**config.mk**
```make
export PLATFORM = sky130hd
export DESIGN_NAME = iob_bus_demux
export DESIGN_NICKNAME = d
export VERILOG_FILES = /design/src/rtl/iob_bus_demux_pkg.sv /design/src/rtl/iob_bus_demux_timeout.sv /design/src/rtl/iob_bus_demux.sv
export SDC_FILE = /design/constraint.sdc
export NUM_CORES = 1
export LEC_CHECK = 0
export ABC_CLOCK_PERIOD_IN_PS = 4300
export CAP_MARGIN = 10
export CORE_AREA = 2 2 200 202
export CTS_BUF_LIST = sky130_fd_sc_hd__clkbuf_4 sky130_fd_sc_hd__clkbuf_8 sky130_fd_sc_hd__clkbuf_16
export CTS_CLUSTER_DIAMETER = 30
export DETAILED_ROUTE_END_ITERATION = 8
export DIE_AREA = 0 0 202 204
export PLACE_DENSITY = 0.5
export SYNTH_ARGS = -nofsm -noshare
export SYNTH_HDL_FRONTEND = slang
export SYNTH_HIERARCHICAL = 1
export SYNTH_SLANG_ARGS = --single-unit
```
**constraint.sdc**
```tcl
create_clock -name clk -period 4.3 [get_ports clk]
set_clock_uncertainty 0.1 [all_clocks]
set_input_delay 0.43 -clock clk [delete_from_list [all_inputs] [get_ports clk]]
set_output_delay 0.43 -clock clk [all_outputs]
set_load 0.02 [all_outputs]
```
**src/rtl/iob_bus_demux_pkg.sv**
```systemverilog
// iob_bus_demux_pkg: shared state encoding, bus slot widths and error data for the bus demultiplexer.
package iob_bus_demux_pkg;
    typedef enum logic [1:0] {IDLE, BUSY, RESP} state_t;
    localparam logic [31:0] ERR_DATA_DEF = 32'hDEADBEEF;
    // request slot is {valid, address, wdata, wstrb}, response slot is {rdata, ready}
    function automatic int req_w(input int aw, input int dw);
        return 1 + aw + dw + dw / 8;
    endfunction
    function automatic int resp_w(input int dw);
        return dw + 1;
    endfunction
endpackage

```
**src/rtl/iob_bus_demux_timeout.sv**
```systemverilog
// iob_bus_demux_timeout: per-transaction cycle counter that flags expiry at TIMEOUT-1; idle when TIMEOUT=0.
module iob_bus_demux_timeout #(
    parameter int TIMEOUT = 1024
) (
    input  logic clk,
    input  logic rst,
    input  logic clr,
    input  logic en,
    output logic expire
);
    generate
        if (TIMEOUT == 0) begin : g_off
            logic unused;
            assign unused = ^{clk, rst, clr, en};
            assign expire = 1'b0;
        end else begin : g_on
            localparam int CW = TIMEOUT > 1 ? $clog2(TIMEOUT) : 1;
            logic [CW-1:0] cnt;
            always_ff @(posedge clk) begin
                if (rst || clr) cnt <= '0;
                else if (en) cnt <= cnt + 1'b1;
            end
            assign expire = en && (cnt == CW'(TIMEOUT - 1));
        end
    endgenerate
endmodule

```
**src/rtl/iob_bus_demux.sv**
```systemverilog
// iob_bus_demux: routes one master native-bus transaction to one of N_SLAVES slaves by address field,
// with optional boot remap, per-transaction timeout and a registered master response.
module iob_bus_demux
    import iob_bus_demux_pkg::*;
#(
    parameter int ADDR_W = 32,
    parameter int DATA_W = 32,
    parameter int N_SLAVES = 4,
    parameter int SEL_W = 2,
    parameter int SEL_LSB = 30,
    parameter int BOOT_REMAP = 1,
    parameter int EXT_SLV = 1,
    parameter int BOOT_SLV = 0,
    parameter int TIMEOUT = 1024,
    parameter logic [DATA_W-1:0] ERR_DATA = DATA_W'(ERR_DATA_DEF),
    localparam int REQ_W = req_w(ADDR_W, DATA_W),
    localparam int RESP_W = resp_w(DATA_W)
) (
    input  logic                       clk,
    input  logic                       rst,
    input  logic                       boot,
    input  logic [REQ_W-1:0]           m_req,
    output logic [RESP_W-1:0]          m_resp,
    output logic [N_SLAVES*REQ_W-1:0]  s_req,
    input  logic [N_SLAVES*RESP_W-1:0] s_resp,
    output logic                       err,
    output logic                       busy
);
    localparam int STRB_W = DATA_W / 8;
    localparam int N_SEL = 2 ** SEL_W;

    state_t              state;
    logic [SEL_W-1:0]    sel;
    logic [ADDR_W-1:0]   addr_q;
    logic [DATA_W-1:0]   wdata_q, rdata_q, m_rdata_q;
    logic [STRB_W-1:0]   wstrb_q;
    logic                err_flag, m_ready_q, err_q, expire;
    logic                ready_v [N_SEL];
    logic [DATA_W-1:0]   rdata_v [N_SEL];

    wire                 m_valid = m_req[REQ_W-1];
    wire [ADDR_W-1:0]    m_addr = m_req[REQ_W-2 -: ADDR_W];
    wire [DATA_W-1:0]    m_wdata = m_req[STRB_W +: DATA_W];
    wire [STRB_W-1:0]    m_wstrb = m_req[STRB_W-1:0];
    wire [SEL_W-1:0]     field = m_addr[SEL_LSB +: SEL_W];
    wire [SEL_W-1:0]     sel_next = (BOOT_REMAP != 0 && boot && field == SEL_W'(EXT_SLV)) ? SEL_W'(BOOT_SLV) : field;
    wire                 bad_sel = int'(sel_next) >= N_SLAVES;

    generate
        for (genvar i = 0; i < N_SEL; i++) begin : g_slot
            if (i < N_SLAVES) begin : g_real
                assign ready_v[i] = s_resp[i*RESP_W];
                assign rdata_v[i] = s_resp[i*RESP_W+1 +: DATA_W];
                // valid is withdrawn in the same cycle the slave answers
                assign s_req[i*REQ_W +: REQ_W] = (state == BUSY && sel == SEL_W'(i)) ?
                    {~ready_v[i], addr_q, wdata_q, wstrb_q} : '0;
            end else begin : g_none
                assign ready_v[i] = 1'b0;
                assign rdata_v[i] = '0;
            end
        end
    endgenerate

    iob_bus_demux_timeout #(.TIMEOUT(TIMEOUT)) u_timeout (
        .clk    (clk),
        .rst    (rst),
        .clr    (state != BUSY),
        .en     (state == BUSY),
        .expire (expire)
    );

    always_ff @(posedge clk) begin
        if (rst) begin
            state     <= IDLE;
            sel       <= '0;
            addr_q    <= '0;
            wdata_q   <= '0;
            wstrb_q   <= '0;
            rdata_q   <= '0;
            err_flag  <= 1'b0;
            m_ready_q <= 1'b0;
            m_rdata_q <= '0;
            err_q     <= 1'b0;
        end else begin
            m_ready_q <= state == RESP;
            err_q     <= state == RESP && err_flag;
            if (state == RESP) m_rdata_q <= err_flag ? ERR_DATA : rdata_q;
            case (state)
                // the master still holds its finished request while ready is visible
                IDLE: if (m_valid && !m_ready_q) begin
                    addr_q   <= m_addr;
                    wdata_q  <= m_wdata;
                    wstrb_q  <= m_wstrb;
                    sel      <= sel_next;
                    err_flag <= bad_sel;
                    state    <= bad_sel ? RESP : BUSY;
                end
                BUSY: if (ready_v[sel]) begin
                    rdata_q <= rdata_v[sel];
                    state   <= RESP;
                end else if (expire) begin
                    err_flag <= 1'b1;
                    state    <= RESP;
                end
                RESP: state <= IDLE;
                default: state <= IDLE;
            endcase
        end
    end

    assign m_resp = {m_rdata_q, m_ready_q};
    assign err = err_q;
    assign busy = state != IDLE;
endmodule

```
==> results of run 1 <==
==> state kept, by name, indices dropped and copies added, names as in the netlist <==
name and flops:
m_rdata_q 32, err_flag 1, u_timeout/g_on.cnt 10, m_ready_q 1, sel 2, err 1
wstrb_q 4, addr_q 32, state 2, rdata_q 32, wdata_q 32
==> metal layers <==
layer / up-vias / track usage [%] / part of all wire, %
li1: 4160 / - / -
met3: 20 / 4.815 / 7.1
met4: 0 / 4.202 / 1.5
met2: 336 / 30.06 / 51
met1: 3981 / 19.02 / 41
met5: - / 0 / 0
==> power groups by stage <==
stage | Combinational [mW] | Clock [mW] | Sequential [mW]
finish | 0.658 | 1.56 | 1.55
global route | 0.717 | 1.68 | 1.56
CTS | 0.673 | 1.62 | 1.55
detailed placement | 0.671 | 0 | 1.58
global placement | 0.664 | 0 | 1.58
floorplan | 0.335 | 0 | 1.54
==> layout make-up <==
type	count	area, µm²	share of cell area (%)
antenna	2	5.005	0.03508
inverter	4	15.01	0.1052
timing repair buffer	532	5315	37.25
tap	525	656.9	4.604
clock buffer	18	432.9	3.034
clock inverter	14	162.7	1.140
sequential	149	2985	20.92
multi-input combinational	741	4696	32.91
==> cell families (layout without fill, tap and decap cells) <==
| logic type | count (synthesis) | count (layout) | synth area share [%] |
|---|---|---|---|
| other | 0 | 2 | 0 |
| AOI/OAI and AO/OA | 91 | 91 | 6.062 |
| xor gates and xnor gates | 4 | 4 | 0.4330 |
| DFF | 149 | 149 | 36.86 |
| buffers and inverters | 90 | 568 | 5.427 |
| muxes | 68 | 68 | 13.51 |
| adders and majority gates | 1 | 1 | 0.1546 |
| and+or+nand+nor | 577 | 577 | 37.54 |
==> placed cells by master, fill, tap and decap left out, types with 5 or more instances in the layout <==
master                            count
sky130_fd_sc_hd__a21oi_1             83
sky130_fd_sc_hd__and2_1             273
sky130_fd_sc_hd__buf_4               16
sky130_fd_sc_hd__clkbuf_16           17
sky130_fd_sc_hd__clkdlybuf4s50_1    513
sky130_fd_sc_hd__dfxtp_1            147
sky130_fd_sc_hd__inv_6                7
sky130_fd_sc_hd__mux2i_1             35
sky130_fd_sc_hd__mux4_2              33
sky130_fd_sc_hd__nand2_1            148
sky130_fd_sc_hd__nand3_1              5
sky130_fd_sc_hd__nand3b_1             9
sky130_fd_sc_hd__nor2_1              65
sky130_fd_sc_hd__nor3_1              55
==> worst min-delay path, cell delays in order (launching register included) <==
cell and delay [ns]:
sky130_fd_sc_hd__dfxtp_1 0.31, sky130_fd_sc_hd__nand2_1 0.05, sky130_fd_sc_hd__a21oi_1 0.05
==> path summary, 6_finish.rpt <==
kind | start | slack [ns] | endpoint
max reg2reg | sel[0] | 2.03 | rdata_q[25]
max | sel[1] | 0.78 | s_req[74]
min reg2reg | m_rdata_q[20] | 0.36 | m_rdata_q[20]
min | m_rdata_q[20] | 0.36 | m_rdata_q[20]
==> impl_metrics.prom, run 1 <==
# TYPE chip_impl_metric gauge
chip_impl_metric{name="start_util",unit="%"} 20.65
chip_impl_metric{name="layout_worst_path_cycle_share",unit="%"} 81.75
chip_impl_metric{name="clock_latency",unit="ns"} 0.43
chip_impl_metric{name="static-leakage-power",unit="nW"} 5.062
chip_impl_metric{name="first_global_vias",unit=""} 8366
chip_impl_metric{name="place_congestion",unit=""} 0.8020
chip_impl_metric{name="first_pass_iters",unit=""} 5
chip_impl_info{name="ctsRootBufferMaster",value="sky130_fd_sc_hd__clkbuf_16"} 1
chip_impl_metric{name="pwr_density_cell",unit="mW/mm²"} 263.7
chip_impl_metric{name="post_layout_instance_area",unit="mm²"} 0.01427
chip_impl_metric{name="crit_cells",unit=""} 5
chip_impl_metric{name="ys_async_sr_fraction",unit="%"} 0
chip_impl_metric{name="worstMarginPinSlew",unit="ns"} 0.7500
chip_impl_metric{name="vias",unit=""} 8497
chip_impl_metric{name="htree_levels",unit=""} 4
chip_impl_metric{name="place.port_buffers",unit=""} 514
chip_impl_metric{name="detailed_place_hpwl",unit="µm"} 26760
chip_impl_metric{name="die_width",unit="µm"} 202
chip_impl_metric{name="hold-path-cell-count",unit=""} 2
chip_impl_metric{name="ys_seq_area_share",unit="%"} 36.86
chip_impl_metric{name="worst_path_largest_cell_delay",unit="ns"} 0.66
chip_impl_metric{name="largest_net_degree_at_the_start_of_global_routing",unit=""} 69
chip_impl_metric{name="finalSetupTns",unit="ns"} 0
chip_impl_metric{name="synthesis.nets",unit=""} 1185
chip_impl_info{name="rsz0062_at_grt",value="false"} 1
chip_impl_metric{name="route.detailed.wl_per_inst",unit="µm"} 17.67
chip_impl_metric{name="fin_util",unit="%"} 36.41
chip_impl_metric{name="cts_hold_buffers",unit=""} 0
chip_impl_metric{name="post-route-worst-setup-slack",unit="ns"} 0.7846
chip_impl_metric{name="fmaxAchievable",unit="MHz"} 284.5
chip_impl_metric{name="timing.final.hold_violations",unit=""} 0
chip_impl_info{name="result_of_the_run",value="complete, no violations"} 1
chip_impl_metric{name="min_period",unit="ns"} 3.515
chip_impl_info{name="most_used_standard_cell_by_instance_count_after_synthesis",value="sky130_fd_sc_hd__and2_1"} 1
chip_impl_metric{name="global_route_wire_length_before_repair",unit="µm"} 51780
chip_impl_metric{name="share_of_final_layout_standard_cells_stronger_than_drive_strength_1",unit="%"} 6.722
chip_impl_metric{name="detail_route.drc_violations",unit=""} 0
chip_impl_metric{name="cp_data_arrival_time",unit="ns"} 2.99
chip_impl_metric{name="dp_slack",unit="ns"} 1.137
chip_impl_info{name="cp_max_delay_cell",value="sky130_fd_sc_hd__clkdlybuf4s50_1"} 1
chip_impl_metric{name="globalRouteOverflowTotal",unit=""} 0
chip_impl_metric{name="vias_per_cell",unit=""} 4.281
chip_impl_info{name="path_cells",value="or3b_1, nor2_4, buf_12, and2_1, clkdlybuf4s50_1"} 1
chip_impl_metric{name="slew-limit-headroom",unit="%"} 50.00
chip_impl_metric{name="mappedNetlistArea",unit="mm²"} 0.008092
chip_impl_metric{name="initial_antenna_violation_count",unit=""} 2
chip_impl_metric{name="final-max-slew-violation-count",unit=""} 0
chip_impl_info{name="cp-start-kind",value="flop"} 1
chip_impl_metric{name="grtUsageTotal",unit="%"} 16.57
chip_impl_metric{name="synth_warnings",unit=""} 6
chip_impl_metric{name="count_of_flip_flops_with_a_built_in_enable_after_synthesis",unit=""} 0
chip_impl_metric{name="dr.first_iter.drc_count",unit=""} 303
chip_impl_metric{name="height_of_the_chip",unit="µm"} 204
chip_impl_metric{name="timing.critical_path.fanout_max",unit=""} 48
chip_impl_metric{name="clock_power_share",unit="%"} 41.5
chip_impl_metric{name="sw_frac_of_total",unit="%"} 28.34
chip_impl_metric{name="setup_viol_count_final",unit=""} 0
chip_impl_metric{name="irDropWorstVdd",unit="mV"} 0.2533
chip_impl_metric{name="intPower",unit="mW"} 2.697
chip_impl_metric{name="worst-endpoint-required",unit="ns"} 3.77
chip_impl_metric{name="postSynthCellCount",unit=""} 980
chip_impl_metric{name="totalPowerFinal",unit="mW"} 3.763
chip_impl_metric{name="fin_nets",unit=""} 1650
chip_impl_metric{name="power_switching",unit="mW"} 1.067
chip_impl_metric{name="worstPathBufferInverterCount",unit=""} 2
chip_impl_metric{name="cts_resized",unit=""} 0
chip_impl_info{name="top_cells_by_area_in_the_synthesized_netlist",value="sky130_fd_sc_hd__dfxtp_1 (37%), sky130_fd_sc_hd__and2_1 (21%), sky130_fd_sc_hd__mux4_2 (9.2%), sky130_fd_sc_hd__nand2_1 (6.9%), sky130_fd_sc_hd__a21oi_1 (5.1%)"} 1
chip_impl_metric{name="dieArea",unit="mm²"} 0.04121
chip_impl_metric{name="synth.lib_cells_used.distinct",unit=""} 37
chip_impl_info{name="synth_top_cells_by_count",value="sky130_fd_sc_hd__and2_1 (273), sky130_fd_sc_hd__dfxtp_1 (149), sky130_fd_sc_hd__nand2_1 (148)"} 1
chip_impl_metric{name="io_pins",unit=""} 515
chip_impl_metric{name="drt-total-wl",unit="µm"} 35070
chip_impl_metric{name="synth_top_area_share",unit="%"} 36.86
chip_impl_metric{name="max_cap_violations",unit=""} 0
chip_impl_info{name="dominantRegCellSynth",value="sky130_fd_sc_hd__dfxtp_1"} 1
chip_impl_metric{name="power_frac_seq",unit="%"} 41.1
chip_impl_info{name="cp_top_family",value="simple AND/OR/NAND/NOR gates"} 1
chip_impl_metric{name="route.antenna.remaining_nets",unit=""} 0
chip_impl_metric{name="clk_pin_slew",unit="ns"} 0.07
chip_impl_metric{name="share_comb_of_total_power",unit="%"} 17.5
chip_impl_metric{name="clk_path_buf_depth",unit=""} 2
chip_impl_metric{name="fill_cells",unit=""} 4022
chip_impl_info{name="tritoncts",value="built"} 1
chip_impl_metric{name="placementRows",unit=""} 73
chip_impl_metric{name="postPlaceCellArea",unit="mm²"} 0.01367
chip_impl_info{name="synthDominantAreaCellType",value="sky130_fd_sc_hd__dfxtp_1"} 1
chip_impl_metric{name="hold_ws",unit="ns"} 0.3557
chip_impl_info{name="cp-end-kind",value="output pin"} 1
chip_impl_metric{name="placed_cells",unit=""} 1951
chip_impl_metric{name="area_delta_synth_final",unit="%"} 76.34
chip_impl_metric{name="timing.reg2reg.worst_path_depth",unit=""} 4
chip_impl_info{name="critical_setup_path_class",value="reg2out"} 1
chip_impl_metric{name="cts_made_buffers",unit=""} 17
chip_impl_info{name="holdCritPathClass",value="reg2reg"} 1
chip_impl_metric{name="ys_ff_latch",unit=""} 149
chip_impl_metric{name="instances_no_fill",unit=""} 1985
chip_impl_metric{name="cts.sinks",unit=""} 149
chip_impl_metric{name="cts.repair_timing.setup_buffer_count",unit=""} 0
chip_impl_metric{name="placeableCoreArea",unit="mm²"} 0.03918
chip_impl_metric{name="syn-mean-instance-area",unit="µm²"} 8.257
(Power assumes the default switching activity.)
==> inputs of run 2 (changes only) <==
--- a/config.mk
+++ b/config.mk
@@ -5,14 +5,14 @@
 export SDC_FILE = /design/constraint.sdc
 export NUM_CORES = 1
 export LEC_CHECK = 0
-export ABC_CLOCK_PERIOD_IN_PS = 4300
+export ABC_CLOCK_PERIOD_IN_PS = 3600
 export CAP_MARGIN = 10
-export CORE_AREA = 2 2 200 202
+export CORE_AREA = 2 2 202 204
 export CTS_BUF_LIST = sky130_fd_sc_hd__clkbuf_4 sky130_fd_sc_hd__clkbuf_8 sky130_fd_sc_hd__clkbuf_16
 export CTS_CLUSTER_DIAMETER = 30
 export DETAILED_ROUTE_END_ITERATION = 8
-export DIE_AREA = 0 0 202 204
-export PLACE_DENSITY = 0.5
+export DIE_AREA = 0 0 204 206
+export PLACE_DENSITY = 0.49
 export SYNTH_ARGS = -nofsm -noshare
 export SYNTH_HDL_FRONTEND = slang
 export SYNTH_HIERARCHICAL = 1
==> constraint.sdc (replaced) <==
create_clock -name clk -period 3.6 [get_ports clk]
set_clock_uncertainty 0.1 [all_clocks]
set_input_delay 0.36 -clock clk [delete_from_list [all_inputs] [get_ports clk]]
set_output_delay 0.36 -clock clk [all_outputs]
set_load 0.02 [all_outputs]
==> impl_metrics.prom, run 2 (synthesis gave the netlist of run 1 again) <==
# TYPE chip_impl_metric gauge
chip_impl_metric{name="fin_util",unit="%"} 35.56
chip_impl_info{name="commonest_non_fill_non_tap_cell_in_the_layout",value="sky130_fd_sc_hd__clkdlybuf4s50_1"} 1
chip_impl_metric{name="initial_antenna_violation_count",unit=""} 2
chip_impl_metric{name="power_switching",unit="mW"} 1.309
chip_impl_metric{name="cts_made_buffers",unit=""} 17
chip_impl_info{name="hold_path_end",value="m_rdata_q[17]"} 1
chip_impl_info{name="rsz0062_at_grt",value="false"} 1
chip_impl_metric{name="static-leakage-power",unit="nW"} 5.082
chip_impl_metric{name="route.met3.wl",unit="µm"} 2822
chip_impl_metric{name="placementRows",unit=""} 74
chip_impl_metric{name="first_pass_iters",unit=""} 5
chip_impl_metric{name="cp_data_arrival_time",unit="ns"} 2.88
chip_impl_metric{name="sw_frac_of_total",unit="%"} 28.81
chip_impl_metric{name="vias_per_cell",unit=""} 4.199
chip_impl_metric{name="max_cap_violations",unit=""} 0
chip_impl_metric{name="grtUsageTotal",unit="%"} 15.77
chip_impl_metric{name="drt-total-wl",unit="µm"} 34250
chip_impl_metric{name="hold-path-cell-count",unit=""} 2
chip_impl_metric{name="dr.first_iter.drc_count",unit=""} 342
chip_impl_metric{name="cts.sinks",unit=""} 149
chip_impl_metric{name="worst-endpoint-required",unit="ns"} 3.14
chip_impl_info{name="cp-start-kind",value="flop"} 1
chip_impl_metric{name="globalRouteOverflowTotal",unit=""} 0
chip_impl_metric{name="worstMarginPinSlew",unit="ns"} 0.9417
chip_impl_metric{name="global_route_wire_length_before_repair",unit="µm"} 50560
chip_impl_info{name="dr.max_layer_used",value="met5"} 1
chip_impl_metric{name="detailed_place_hpwl",unit="µm"} 25920
chip_impl_metric{name="detail_route.drc_violations",unit=""} 0
chip_impl_metric{name="place.port_buffers",unit=""} 514
chip_impl_metric{name="clk_path_buf_depth",unit=""} 2
chip_impl_metric{name="height_of_the_chip",unit="µm"} 206
chip_impl_metric{name="clock_power_share",unit="%"} 42.4
chip_impl_metric{name="layout_worst_path_cycle_share",unit="%"} 92.73
chip_impl_metric{name="share_comb_of_total_power",unit="%"} 17.3
chip_impl_info{name="critical_setup_path_class",value="reg2out"} 1
chip_impl_metric{name="totalPowerFinal",unit="mW"} 4.545
chip_impl_metric{name="final-max-slew-violation-count",unit=""} 0
chip_impl_metric{name="start_util",unit="%"} 20.14
chip_impl_info{name="worst_r2r_src",value="sel[0]"} 1
chip_impl_metric{name="vias",unit=""} 8372
chip_impl_metric{name="rrSetupSlack",unit="ns"} 1.31
chip_impl_metric{name="share_of_final_layout_standard_cells_stronger_than_drive_strength_1",unit="%"} 6.849
chip_impl_metric{name="clock_latency",unit="ns"} 0.43
chip_impl_metric{name="cts_hold_buffers",unit=""} 0
chip_impl_info{name="layout.cells.most_common_list",value="sky130_fd_sc_hd__clkdlybuf4s50_1 (513), sky130_fd_sc_hd__and2_1 (273), sky130_fd_sc_hd__nand2_1 (148)"} 1
chip_impl_info{name="cp-end-kind",value="output pin"} 1
chip_impl_metric{name="cts.repair_timing.setup_buffer_count",unit=""} 0
chip_impl_info{name="holdCritPathClass",value="reg2reg"} 1
chip_impl_info{name="tritoncts",value="built"} 1
chip_impl_info{name="result_of_the_run",value="complete, no violations"} 1
chip_impl_info{name="ctsRootBufferMaster",value="sky130_fd_sc_hd__clkbuf_16"} 1
chip_impl_metric{name="dieArea",unit="mm²"} 0.04202
chip_impl_metric{name="fmaxAchievable",unit="MHz"} 299.5
chip_impl_metric{name="met1Wirelength",unit="µm"} 13470
chip_impl_metric{name="first_global_vias",unit=""} 8023
chip_impl_metric{name="cts_resized",unit=""} 0
chip_impl_metric{name="intPower",unit="mW"} 3.236
chip_impl_metric{name="irDropWorstVdd",unit="mV"} 0.3047
chip_impl_metric{name="timing.reg2reg.worst_path_depth",unit=""} 6
chip_impl_metric{name="pwr_density_cell",unit="mW/mm²"} 318.1
chip_impl_metric{name="routed_length_on_met2",unit="µm"} 17030
chip_impl_metric{name="finalSetupTns",unit="ns"} 0
chip_impl_metric{name="area_delta_synth_final",unit="%"} 76.59
chip_impl_metric{name="fin_nets",unit=""} 1652
chip_impl_metric{name="timing.final.hold_violations",unit=""} 0
chip_impl_metric{name="timing.critical_path.fanout_max",unit=""} 67
chip_impl_metric{name="min_period",unit="ns"} 3.338
chip_impl_metric{name="power_frac_seq",unit="%"} 40.3
chip_impl_metric{name="fill_cells",unit=""} 4213
chip_impl_info{name="r2r_end",value="rdata_q[28]"} 1
chip_impl_metric{name="largest_net_degree_at_the_start_of_global_routing",unit=""} 84
chip_impl_info{name="hold_path_startpoint",value="m_rdata_q[17]"} 1
chip_impl_metric{name="route.detailed.wl_per_inst",unit="µm"} 17.18
chip_impl_metric{name="clk_pin_slew",unit="ns"} 0.07
chip_impl_metric{name="die_width",unit="µm"} 204
chip_impl_metric{name="setup_viol_count_final",unit=""} 0
chip_impl_metric{name="place_congestion",unit=""} 0.7767
chip_impl_metric{name="post_layout_instance_area",unit="mm²"} 0.01429
chip_impl_metric{name="postPlaceCellArea",unit="mm²"} 0.01365
chip_impl_metric{name="slew-limit-headroom",unit="%"} 37.22
chip_impl_metric{name="htree_levels",unit=""} 4
chip_impl_metric{name="route.antenna.remaining_nets",unit=""} 0
chip_impl_metric{name="io_pins",unit=""} 515
chip_impl_metric{name="placeableCoreArea",unit="mm²"} 0.04018
[run 2: changes by cell type in the layout (fill, tap and decap cells not counted), sizes merged]
cell / previous run / this run
inv: 12 / 13
buf: 19 / 21
clkinv: 3 / 4
clkbuf: 18 / 17
clkinvlp: 1 / 0
[run 2: area by class of cell]
cell class                 instances  area, µm²  area share, %
tap                              532      665.6          4.658
timing repair buffer             534       5293          37.04
clock inverter                    15      203.9          1.427
clock buffer                      17      425.4          2.977
inverter                           4      15.01         0.1051
antenna                            2      5.005        0.03503
multi-input combinational        741       4696          32.86
sequential                       149       2985          20.89
[run 2: per-layer routing]
metal,vias up,GRT usage [%]
li1,4142,-
met1,3841,17.80
met2,342,27.66
met3,43,5.125
met4,4,5.927
met5,-,0
[run 2: stage by stage]
step / hold slack [ns] / setup slack, ns / std cells
3_3_place_gp: 0.3371 / 0.7086 / 1960
6_report: 0.3495 / 0.2616 / 1994
5_1_grt: 0.3583 / 0.07449 / 1992
3_5_place_dp: 0.3447 / 0.6703 / 1960
2_1_floorplan: 0.3521 / 1.539 / 980
4_1_cts: 0.3382 / 0.1834 / 1992
[run 2: power groups by stage]
| stage | sequential (mW) | clock, mW | combinational (mW) |
|---|---|---|---|
| finish | 1.83 | 1.93 | 0.786 |
| floorplan | 1.84 | 0 | 0.400 |
| CTS | 1.84 | 2.01 | 0.807 |
| detailed placement | 1.87 | 0 | 0.804 |
| global placement | 1.87 | 0 | 0.793 |
| global route | 1.85 | 2.07 | 0.863 |
[run 2: how the worst max path moves through the flow]
stage,end,slack [ns],start
2_1_floorplan,s_req[255],1.54,sel[0]
3_3_place_gp,s_req[9],0.71,state[0]
3_5_place_dp,s_req[59],0.67,state[0]
4_1_cts,s_req[9],0.18,sel[1]
5_1_grt,s_req[9],0.07,state[0]
6_report,s_req[9],0.26,state[0]
[run 2: critical path: stages (launching register included)]
cell,delay [ns]
sky130_fd_sc_hd__dfxtp_1,0.40
sky130_fd_sc_hd__or3b_1,0.55
sky130_fd_sc_hd__nor2_4,0.14
sky130_fd_sc_hd__buf_4,0.45
sky130_fd_sc_hd__and2_1,0.21
sky130_fd_sc_hd__clkdlybuf4s50_1,0.62
